## src/rtl/memory_port_arbiter.sv

```systemverilog
`default_nettype none
// ============================================================================
//  Module      : memory_port_arbiter
//  Description : Shares one synchronous-read, word-addressed memory port
//                between an instruction-fetch requester and a load/store
//                requester. Per-cycle arbitration with a bounded data streak,
//                byte-to-word address conversion, misalignment rejection and
//                one-cycle read-response routing.
//  Revision    : 1.0 - initial release
// ============================================================================
module memory_port_arbiter #(
    parameter int DATA_WIDTH      = 32,
    parameter int ADDR_WIDTH      = 32,
    parameter int MAX_DATA_STREAK = 3
) (
    input  logic                  clk,
    input  logic                  reset,
    // Instruction fetch requester
    input  logic                  if_req,
    input  logic [ADDR_WIDTH-1:0] if_addr,
    output logic                  if_gnt,
    output logic                  if_rvalid,
    output logic [DATA_WIDTH-1:0] if_rdata,
    output logic                  if_err,
    // Load/store requester
    input  logic                  d_req,
    input  logic                  d_we,
    input  logic [ADDR_WIDTH-1:0] d_addr,
    input  logic [DATA_WIDTH-1:0] d_wdata,
    output logic                  d_gnt,
    output logic                  d_rvalid,
    output logic [DATA_WIDTH-1:0] d_rdata,
    output logic                  d_err,
    // Memory port
    output logic                  mem_en,
    output logic                  mem_we,
    output logic [ADDR_WIDTH-1:0] mem_addr,
    output logic [DATA_WIDTH-1:0] mem_wdata,
    input  logic [DATA_WIDTH-1:0] mem_rdata
);

    localparam logic [3:0] C_MAX_STREAK = 4'(MAX_DATA_STREAK);

    typedef enum logic [2:0] {
        S_IDLE   = 3'd0,
        S_IF_RD  = 3'd1,
        S_D_RD   = 3'd2,
        S_IF_ERR = 3'd3,
        S_D_ERR  = 3'd4
    } state_t;

    state_t     r_state;
    logic [3:0] r_streak;

    logic       w_fetch_wins;
    logic       w_if_aligned;
    logic       w_d_aligned;

    // Fetch wins when it is alone, or when data has used up its streak allowance
    assign w_fetch_wins = if_req && (!d_req || (r_streak == C_MAX_STREAK));
    assign if_gnt       = !reset && w_fetch_wins;
    assign d_gnt        = !reset && d_req && !w_fetch_wins;

    assign w_if_aligned = (if_addr[1:0] == 2'b00);
    assign w_d_aligned  = (d_addr[1:0] == 2'b00);

    // Drive the memory port from the granted requester; misaligned grants never touch memory
    always_comb begin
        mem_en    = 1'b0;
        mem_we    = 1'b0;
        mem_addr  = '0;
        mem_wdata = '0;
        if (if_gnt && w_if_aligned) begin
            mem_en   = 1'b1;
            mem_addr = {2'b00, if_addr[ADDR_WIDTH-1:2]};
        end else if (d_gnt && w_d_aligned) begin
            mem_en    = 1'b1;
            mem_we    = d_we;
            mem_addr  = {2'b00, d_addr[ADDR_WIDTH-1:2]};
            mem_wdata = d_wdata;
        end
    end

    // Response state and data-streak counter; the state records who owns next cycle's read data
    always_ff @(posedge clk) begin
        if (reset) begin
            r_state  <= S_IDLE;
            r_streak <= 4'd0;
        end else begin
            if (if_gnt) begin
                r_state <= w_if_aligned ? S_IF_RD : S_IF_ERR;
            end else if (d_gnt) begin
                if (!w_d_aligned) begin
                    r_state <= S_D_ERR;
                end else if (d_we) begin
                    r_state <= S_IDLE;
                end else begin
                    r_state <= S_D_RD;
                end
            end else begin
                r_state <= S_IDLE;
            end

            if (if_gnt || !if_req) begin
                r_streak <= 4'd0;
            end else if (d_gnt && (r_streak != C_MAX_STREAK)) begin
                r_streak <= r_streak + 4'd1;
            end
        end
    end

    // Response outputs decode the registered state; reset suppresses an in-flight response at once
    assign if_rvalid = !reset && ((r_state == S_IF_RD) || (r_state == S_IF_ERR));
    assign if_err    = !reset && (r_state == S_IF_ERR);
    assign if_rdata  = (!reset && (r_state == S_IF_RD)) ? mem_rdata : '0;

    assign d_rvalid  = !reset && ((r_state == S_D_RD) || (r_state == S_D_ERR));
    assign d_err     = !reset && (r_state == S_D_ERR);
    assign d_rdata   = (!reset && (r_state == S_D_RD)) ? mem_rdata : '0;

endmodule
`default_nettype wire

```

## config.mk

```make
export PLATFORM = sky130hd
export DESIGN_NAME = memory_port_arbiter
export DESIGN_NICKNAME = d
export VERILOG_FILES = /design/src/rtl/memory_port_arbiter.sv
export SDC_FILE = /design/constraint.sdc
export NUM_CORES = 1
export LEC_CHECK = 0
export ABC_AREA = 1
export BUFFER_PORTS_ARGS = -buffer_cell sky130_fd_sc_hd__buf_4
export CAP_MARGIN = 20
export CORE_AREA = 2 2 106 108
export DETAILED_ROUTE_END_ITERATION = 6
export DIE_AREA = 0 0 108 110
export PLACE_DENSITY = 0.47
export SKIP_CTS_REPAIR_TIMING = 1
export SLEW_MARGIN = 40
export SYNTH_ARGS = -nofsm -noshare
export SYNTH_HDL_FRONTEND = slang
export SYNTH_SLANG_ARGS = --single-unit
```

## constraint.sdc

```tcl
create_clock -name clk -period 2.9 [get_ports clk]
set_clock_uncertainty 0.1 [all_clocks]
set_input_delay 0.435 -clock clk [delete_from_list [all_inputs] [get_ports clk]]
set_output_delay 0.435 -clock clk [all_outputs]
set_load 0.02 [all_outputs]
```

== Word-level counts from Yosys, hierarchy flattened ==
Cells that the tools add are included.

* Bits of input ports: 133
* Output and inout port bits: 136
* Logic and storage cells: 48
* Register bits: 7

* Multiplexer cells: 15
* Reductions and logical operators: 24
* Add/sub/neg operators: 1
* Equal/unequal tests: 6

{| class="wikitable"
|+ Operators by type and width
! kind !! count
|-
| $mux W32 || 4
|-
| $mux W30 || 2
|-
| $logic_and A1 B1 Y1 || 13
|-
| $mux W3 || 3
|-
| $eq A3 B2 Y1 const B || 2
|-
| $add A4 B1 Y4 const B || 1
|-
| $eq A4 B2 Y1 const B || 1
|-
| $logic_not A1 Y1 || 4
|-
| $logic_not A2 Y1 || 2
|-
| $logic_or A1 B1 Y1 || 4
|-
| $mux W1 || 4
|-
| $mux W2 || 2
|-
| $ne A4 B2 Y1 const B || 1
|-
| $eq A3 B1 Y1 const B || 1
|-
| $eq A3 B3 Y1 const B || 1
|-
| $reduce_or A2 Y1 || 1
|}

== Logic depth before layout (Yosys ltp) ==
* Depth in word-level cells: 8
* Mapped depth: 6
* Mapped depth without buffers: 5

== Least setup slack after synthesis ==
No wires, ideal clock.

* Path type: in2out
* From: in reset
* To: out if_rdata[10]
* Path buffers: 2
* Stages: 5
* Data arrival time: 1.461 ns
* Required time: 2.365 ns
* Setup slack: 0.904 ns
* Cell sequence: buf_6 -> nor3_4 -> nand2_2 -> buf_6 -> nor2_1

* Cells in the longest elaborated chain, start to end: 3

{| class="wikitable"
|+ RTL lines
! item !! line !! source
|-
| start: declaration || 17 || <nowiki>input logic reset,</nowiki>
|-
| $logic_not A1 Y1 || 115 || <nowiki>assign if_rdata = (!reset && (r_state == S_IF_RD)) ? mem_rdata : '0;</nowiki>
|-
| $logic_and A1 B1 Y1 || 115 ||
|-
| $mux W32 || 115 ||
|-
| end: declaration || 23 || <nowiki>output logic [DATA_WIDTH-1:0] if_rdata,</nowiki>
|}

No other way between the ends.

== Worst setup path after layout ==
* From: reg r_streak[0]
* To: out mem_wdata[21]

* Cells in the longest elaborated chain, start to end: 8
* Elaborated cells on any way between the ends: 10
* Those cells by class: eq/ne: 1; mux: 2; reduce/logical: 7

{| class="wikitable"
|+ RTL lines
! item !! line !! source
|-
| start: declaration || 53 || <nowiki>logic [3:0] r_streak;</nowiki>
|-
| start signal: assignment || 107 || <nowiki>r_streak <= r_streak + 4'd1;</nowiki>
|-
| $eq A4 B2 Y1 * || 60 || <nowiki>assign w_fetch_wins = if_req && (!d_req || (r_streak == C_MAX_STREAK));</nowiki>
|-
| $logic_or A1 B1 Y1 * || 60 ||
|-
| $logic_and A1 B1 Y1 * || 60 ||
|-
| $logic_not A1 Y1 || 62 || <nowiki>assign d_gnt = !reset && d_req && !w_fetch_wins;</nowiki>
|-
| $logic_and A1 B1 Y1 || 62 ||
|-
| $logic_and A1 B1 Y1 || 76 || <nowiki>end else if (d_gnt && w_d_aligned) begin</nowiki>
|-
| $mux W32 || 76 ||
|-
| $mux W32 * || 73 || <nowiki>if (if_gnt && w_if_aligned) begin</nowiki>
|-
| end: declaration || 38 || <nowiki>output logic [DATA_WIDTH-1:0] mem_wdata,</nowiki>
|}

Mark *: on every way between the ends. The rest lies on a longest branch, timed or not.

==> reports/summary.md <==
The flow ran to the end, and the final reports show no timing, DRC or antenna violations. The startpoint of the lowest-slack register-to-register path is r_streak[0]$_SDFFE_PP0P_. The remaining antenna violation count after routing was 0; the final-report max-slew violation count was 0.

The worst min-delay path category was flop to flop. The share of the cycle needed by the critical path after routing was 82.5%. The total buffers and inverters traversed by the critical path is 1. The library cell appearing most often on the critical path was nand3_2. Based on the critical path, the design can be clocked at up to 418 MHz. Via count of the first global-routing pass: 2724. The first detailed-routing pass took 5 iterations.

In this design, the largest share of critical-path delay is due to simple AND/OR/NAND/NOR gates. The worst setup path is captured at a primary output. The run gives 1.86 ns as the worst path arrival time. The required time of the worst setup path was 2.37 ns; the detailed-route vias per instance was 4.19.

After detailed placement, the design holds a cell count of 726. Worst slew slack as a fraction of its limit: 57.7%. For this block, the routed nets add up to 8.81 mm of wire.

Global routing used 12.9% of the available tracks. The total CTS buffers is 3, and the max-capacitance violation count is 0. The repair_antennas step left the layout with diodes totalling 0. The logs give 0 for the number of failing hold endpoints at the final stage and 7 for the CTS sink count. Clock-pin slew on the worst setup and hold paths: 0.04 ns.

Number of cells on the worst hold path: 1. The largest incremental delay on the critical path is 0.48 ns. The critical path goes through ha_1 > nand3_2 > nand3_2 > nor2_1 > buf_4. The slew at the pin closest to its max-slew limit works out to 0.633 ns.

The number of port buffers works out to 266. For the final routed database, the setup TNS stands at 0 ns. Setup repair after global routing left no endpoint under its margin. In this run the worst path has a maximum fanout of 34.

Once layout is done, the placed cells without fillers occupy 3790 µm². Summing all placed instances gives a cell area of 3740 µm². The peak ir drop on the vdd network is 0.105 mV.

The number of cells on the worst reg-to-reg path is 6. In the routed design, unresolved DRC markers number 0. The floorplan die area is 11900 µm². For the initial antenna violation count, the log shows 0. The most common library cell in the layout ignoring fill and taps was buf_4. The number of synthesized register bits was 7; the hold slack was 0.346 ns.

The clock period could shrink to 2.39 ns. Pin placement for this block handled 269 I/O pins. Slowest stage cell on the critical path: nand3_2. For the CTS H-tree depth, the log shows 1.

The longest clock path from root to sink contains 2 buffers. The top cell types in the final layout, fill and taps aside, are buf_4, nor2_1, inv_1. In this run the vertical extent of the chip is 110 µm. The critical path runs through a total of 5 cells. The weighted congestion at the end of routability-driven global placement is 0.830.

The kind of start point of the critical path was a flop. Number of filler cells placed in the layout: 1196. Detailed placement finished with a half-perimeter wire length of 7.11 mm.

In this run the static leakage power is 2.42 nW. The floorplan step defined a core boundary enclosing 10700 µm². The logs give 0.23 ns for the later-pin clock latency in the skew report and 1690 µm² for the combined area of all synthesized cells.

Setup violations remaining at the end of the flow were counted as 0. TritonCTS built the clock tree. The final layout contains 725 nets.

The cell area power density came out at 157 nW/µm². The origin of the worst min-delay path is r_streak[0]$_SDFFE_PP0P_. The critical path starts at r_streak[0]$_SDFFE_PP0P_. The root buffer cell chosen for the clock tree is clkbuf_8. Part of the Yosys area used for sequential elements: 8.31%.

The horizontal die dimension came out at 108 µm. Entering global routing, the biggest net connects 35 pins. The first-pass GRT wire length is 12.4 mm. The signed area change from the synthesized netlist to the final layout came out at 125%. In the synthesized netlist, the number of instances is 341. Synthesis instantiated 20 different standard cells from the library. Global routing finished with a remaining overflow of 0. Routed length per placed instance: 12.1 µm. The type of the worst setup path was flop to primary output. The mean post-synth cell area is 4.94 µm², and the post-layout utilization of the core is 35.4%. The initialized floorplan defines 38 standard-cell rows.

The initial core utilization is 15.8%. Of the cells placed in the final design, the portion with a size suffix greater than 1 is 48.3%. For this block, the initial DRC count from the detailed router was 155. The final cell count without fillers was 730; the warning count from the yosys run was 0.

For this block, the via count after detailed routing is 3056.
through the flow:
step,setup slack (ns),power [mW]
final,0.507,0.595
after global routing,0.318,0.636
after CTS,0.485,0.602
after detailed placement,0.526,0.461
after global placement,0.594,0.459
after floorplan,0.904,0.253
layer usage:
| layer | share of wire (%) | wire length (µm) | global-route usage, % | up-vias |
|---|---|---|---|---|
| met1 | 35 | 3130 | 13.5 | 1316 |
| met4 | 0.84 | 74 | 3.57 | 0 |
| met3 | 12 | 1070 | 3.29 | 4 |
| li1 | - | - | - | 1553 |
| met2 | 51 | 4540 | 25.4 | 183 |
| met5 | 0 | 0 | 0 | - |
cell type report:
type | count | area (µm²) | share of cell area [%]
multi-input combinational | 231 | 1090 | 28.9
timing repair buffer | 274 | 2060 | 54.3
tap | 140 | 175 | 4.62
inverter | 74 | 278 | 7.33
sequential | 7 | 140 | 3.70
clock buffer | 4 | 45.0 | 1.19
worst paths after layout:
| kind | slack [ns] | to |
|---|---|---|
| worst min-delay path | 0.35 | r_streak[0]$_SDFFE_PP0P_ |
| worst max-delay path | 0.51 | mem_wdata[21] |
| worst min register to register | 0.35 | r_streak[0]$_SDFFE_PP0P_ |
| worst max register to register | 1.45 | r_state[0]$_SDFF_PP0_ |
registers in the layout, indices dropped and copies added, names as in the netlist:
signal    flops
r_streak      4
r_state       3
logic make-up (layout without fill, tap and decap cells):
logic type | after synthesis | in the layout | share of synthesized area [%]
AO/OA/AOI/OAI | 2 | 2 | 0.594
flip-flops | 7 | 7 | 8.31
AND/OR/NAND/NOR | 226 | 226 | 62.9
other | 1 | 2 | 0.223
adder cells (fa/ha/maj) | 1 | 1 | 0.742
buffers and inverters | 104 | 352 | 27.2
Yosys cell counts, drive strengths merged:
cell type,instances,area share (%)
dfxtp,7,8.3
nand3b,1,0.45
nor4,1,0.37
clkbuf,5,1.1
nand3,7,2.7
inv,74,16
a21oi,2,0.59
ha,1,0.74
nor3,1,0.97
buf,25,9.7
nand4,61,23
conb,1,0.22
nand2,44,9.9
nor2,111,26
power breakdown:
part,leakage [nW],internal (mW),switching (mW)
logic,2.34,0.182,0.174
registers,0.0571,0.0995,0.00199
clock network,0.0228,0.0951,0.0426
No activity file was read; power rests on OpenSTA's default activity.
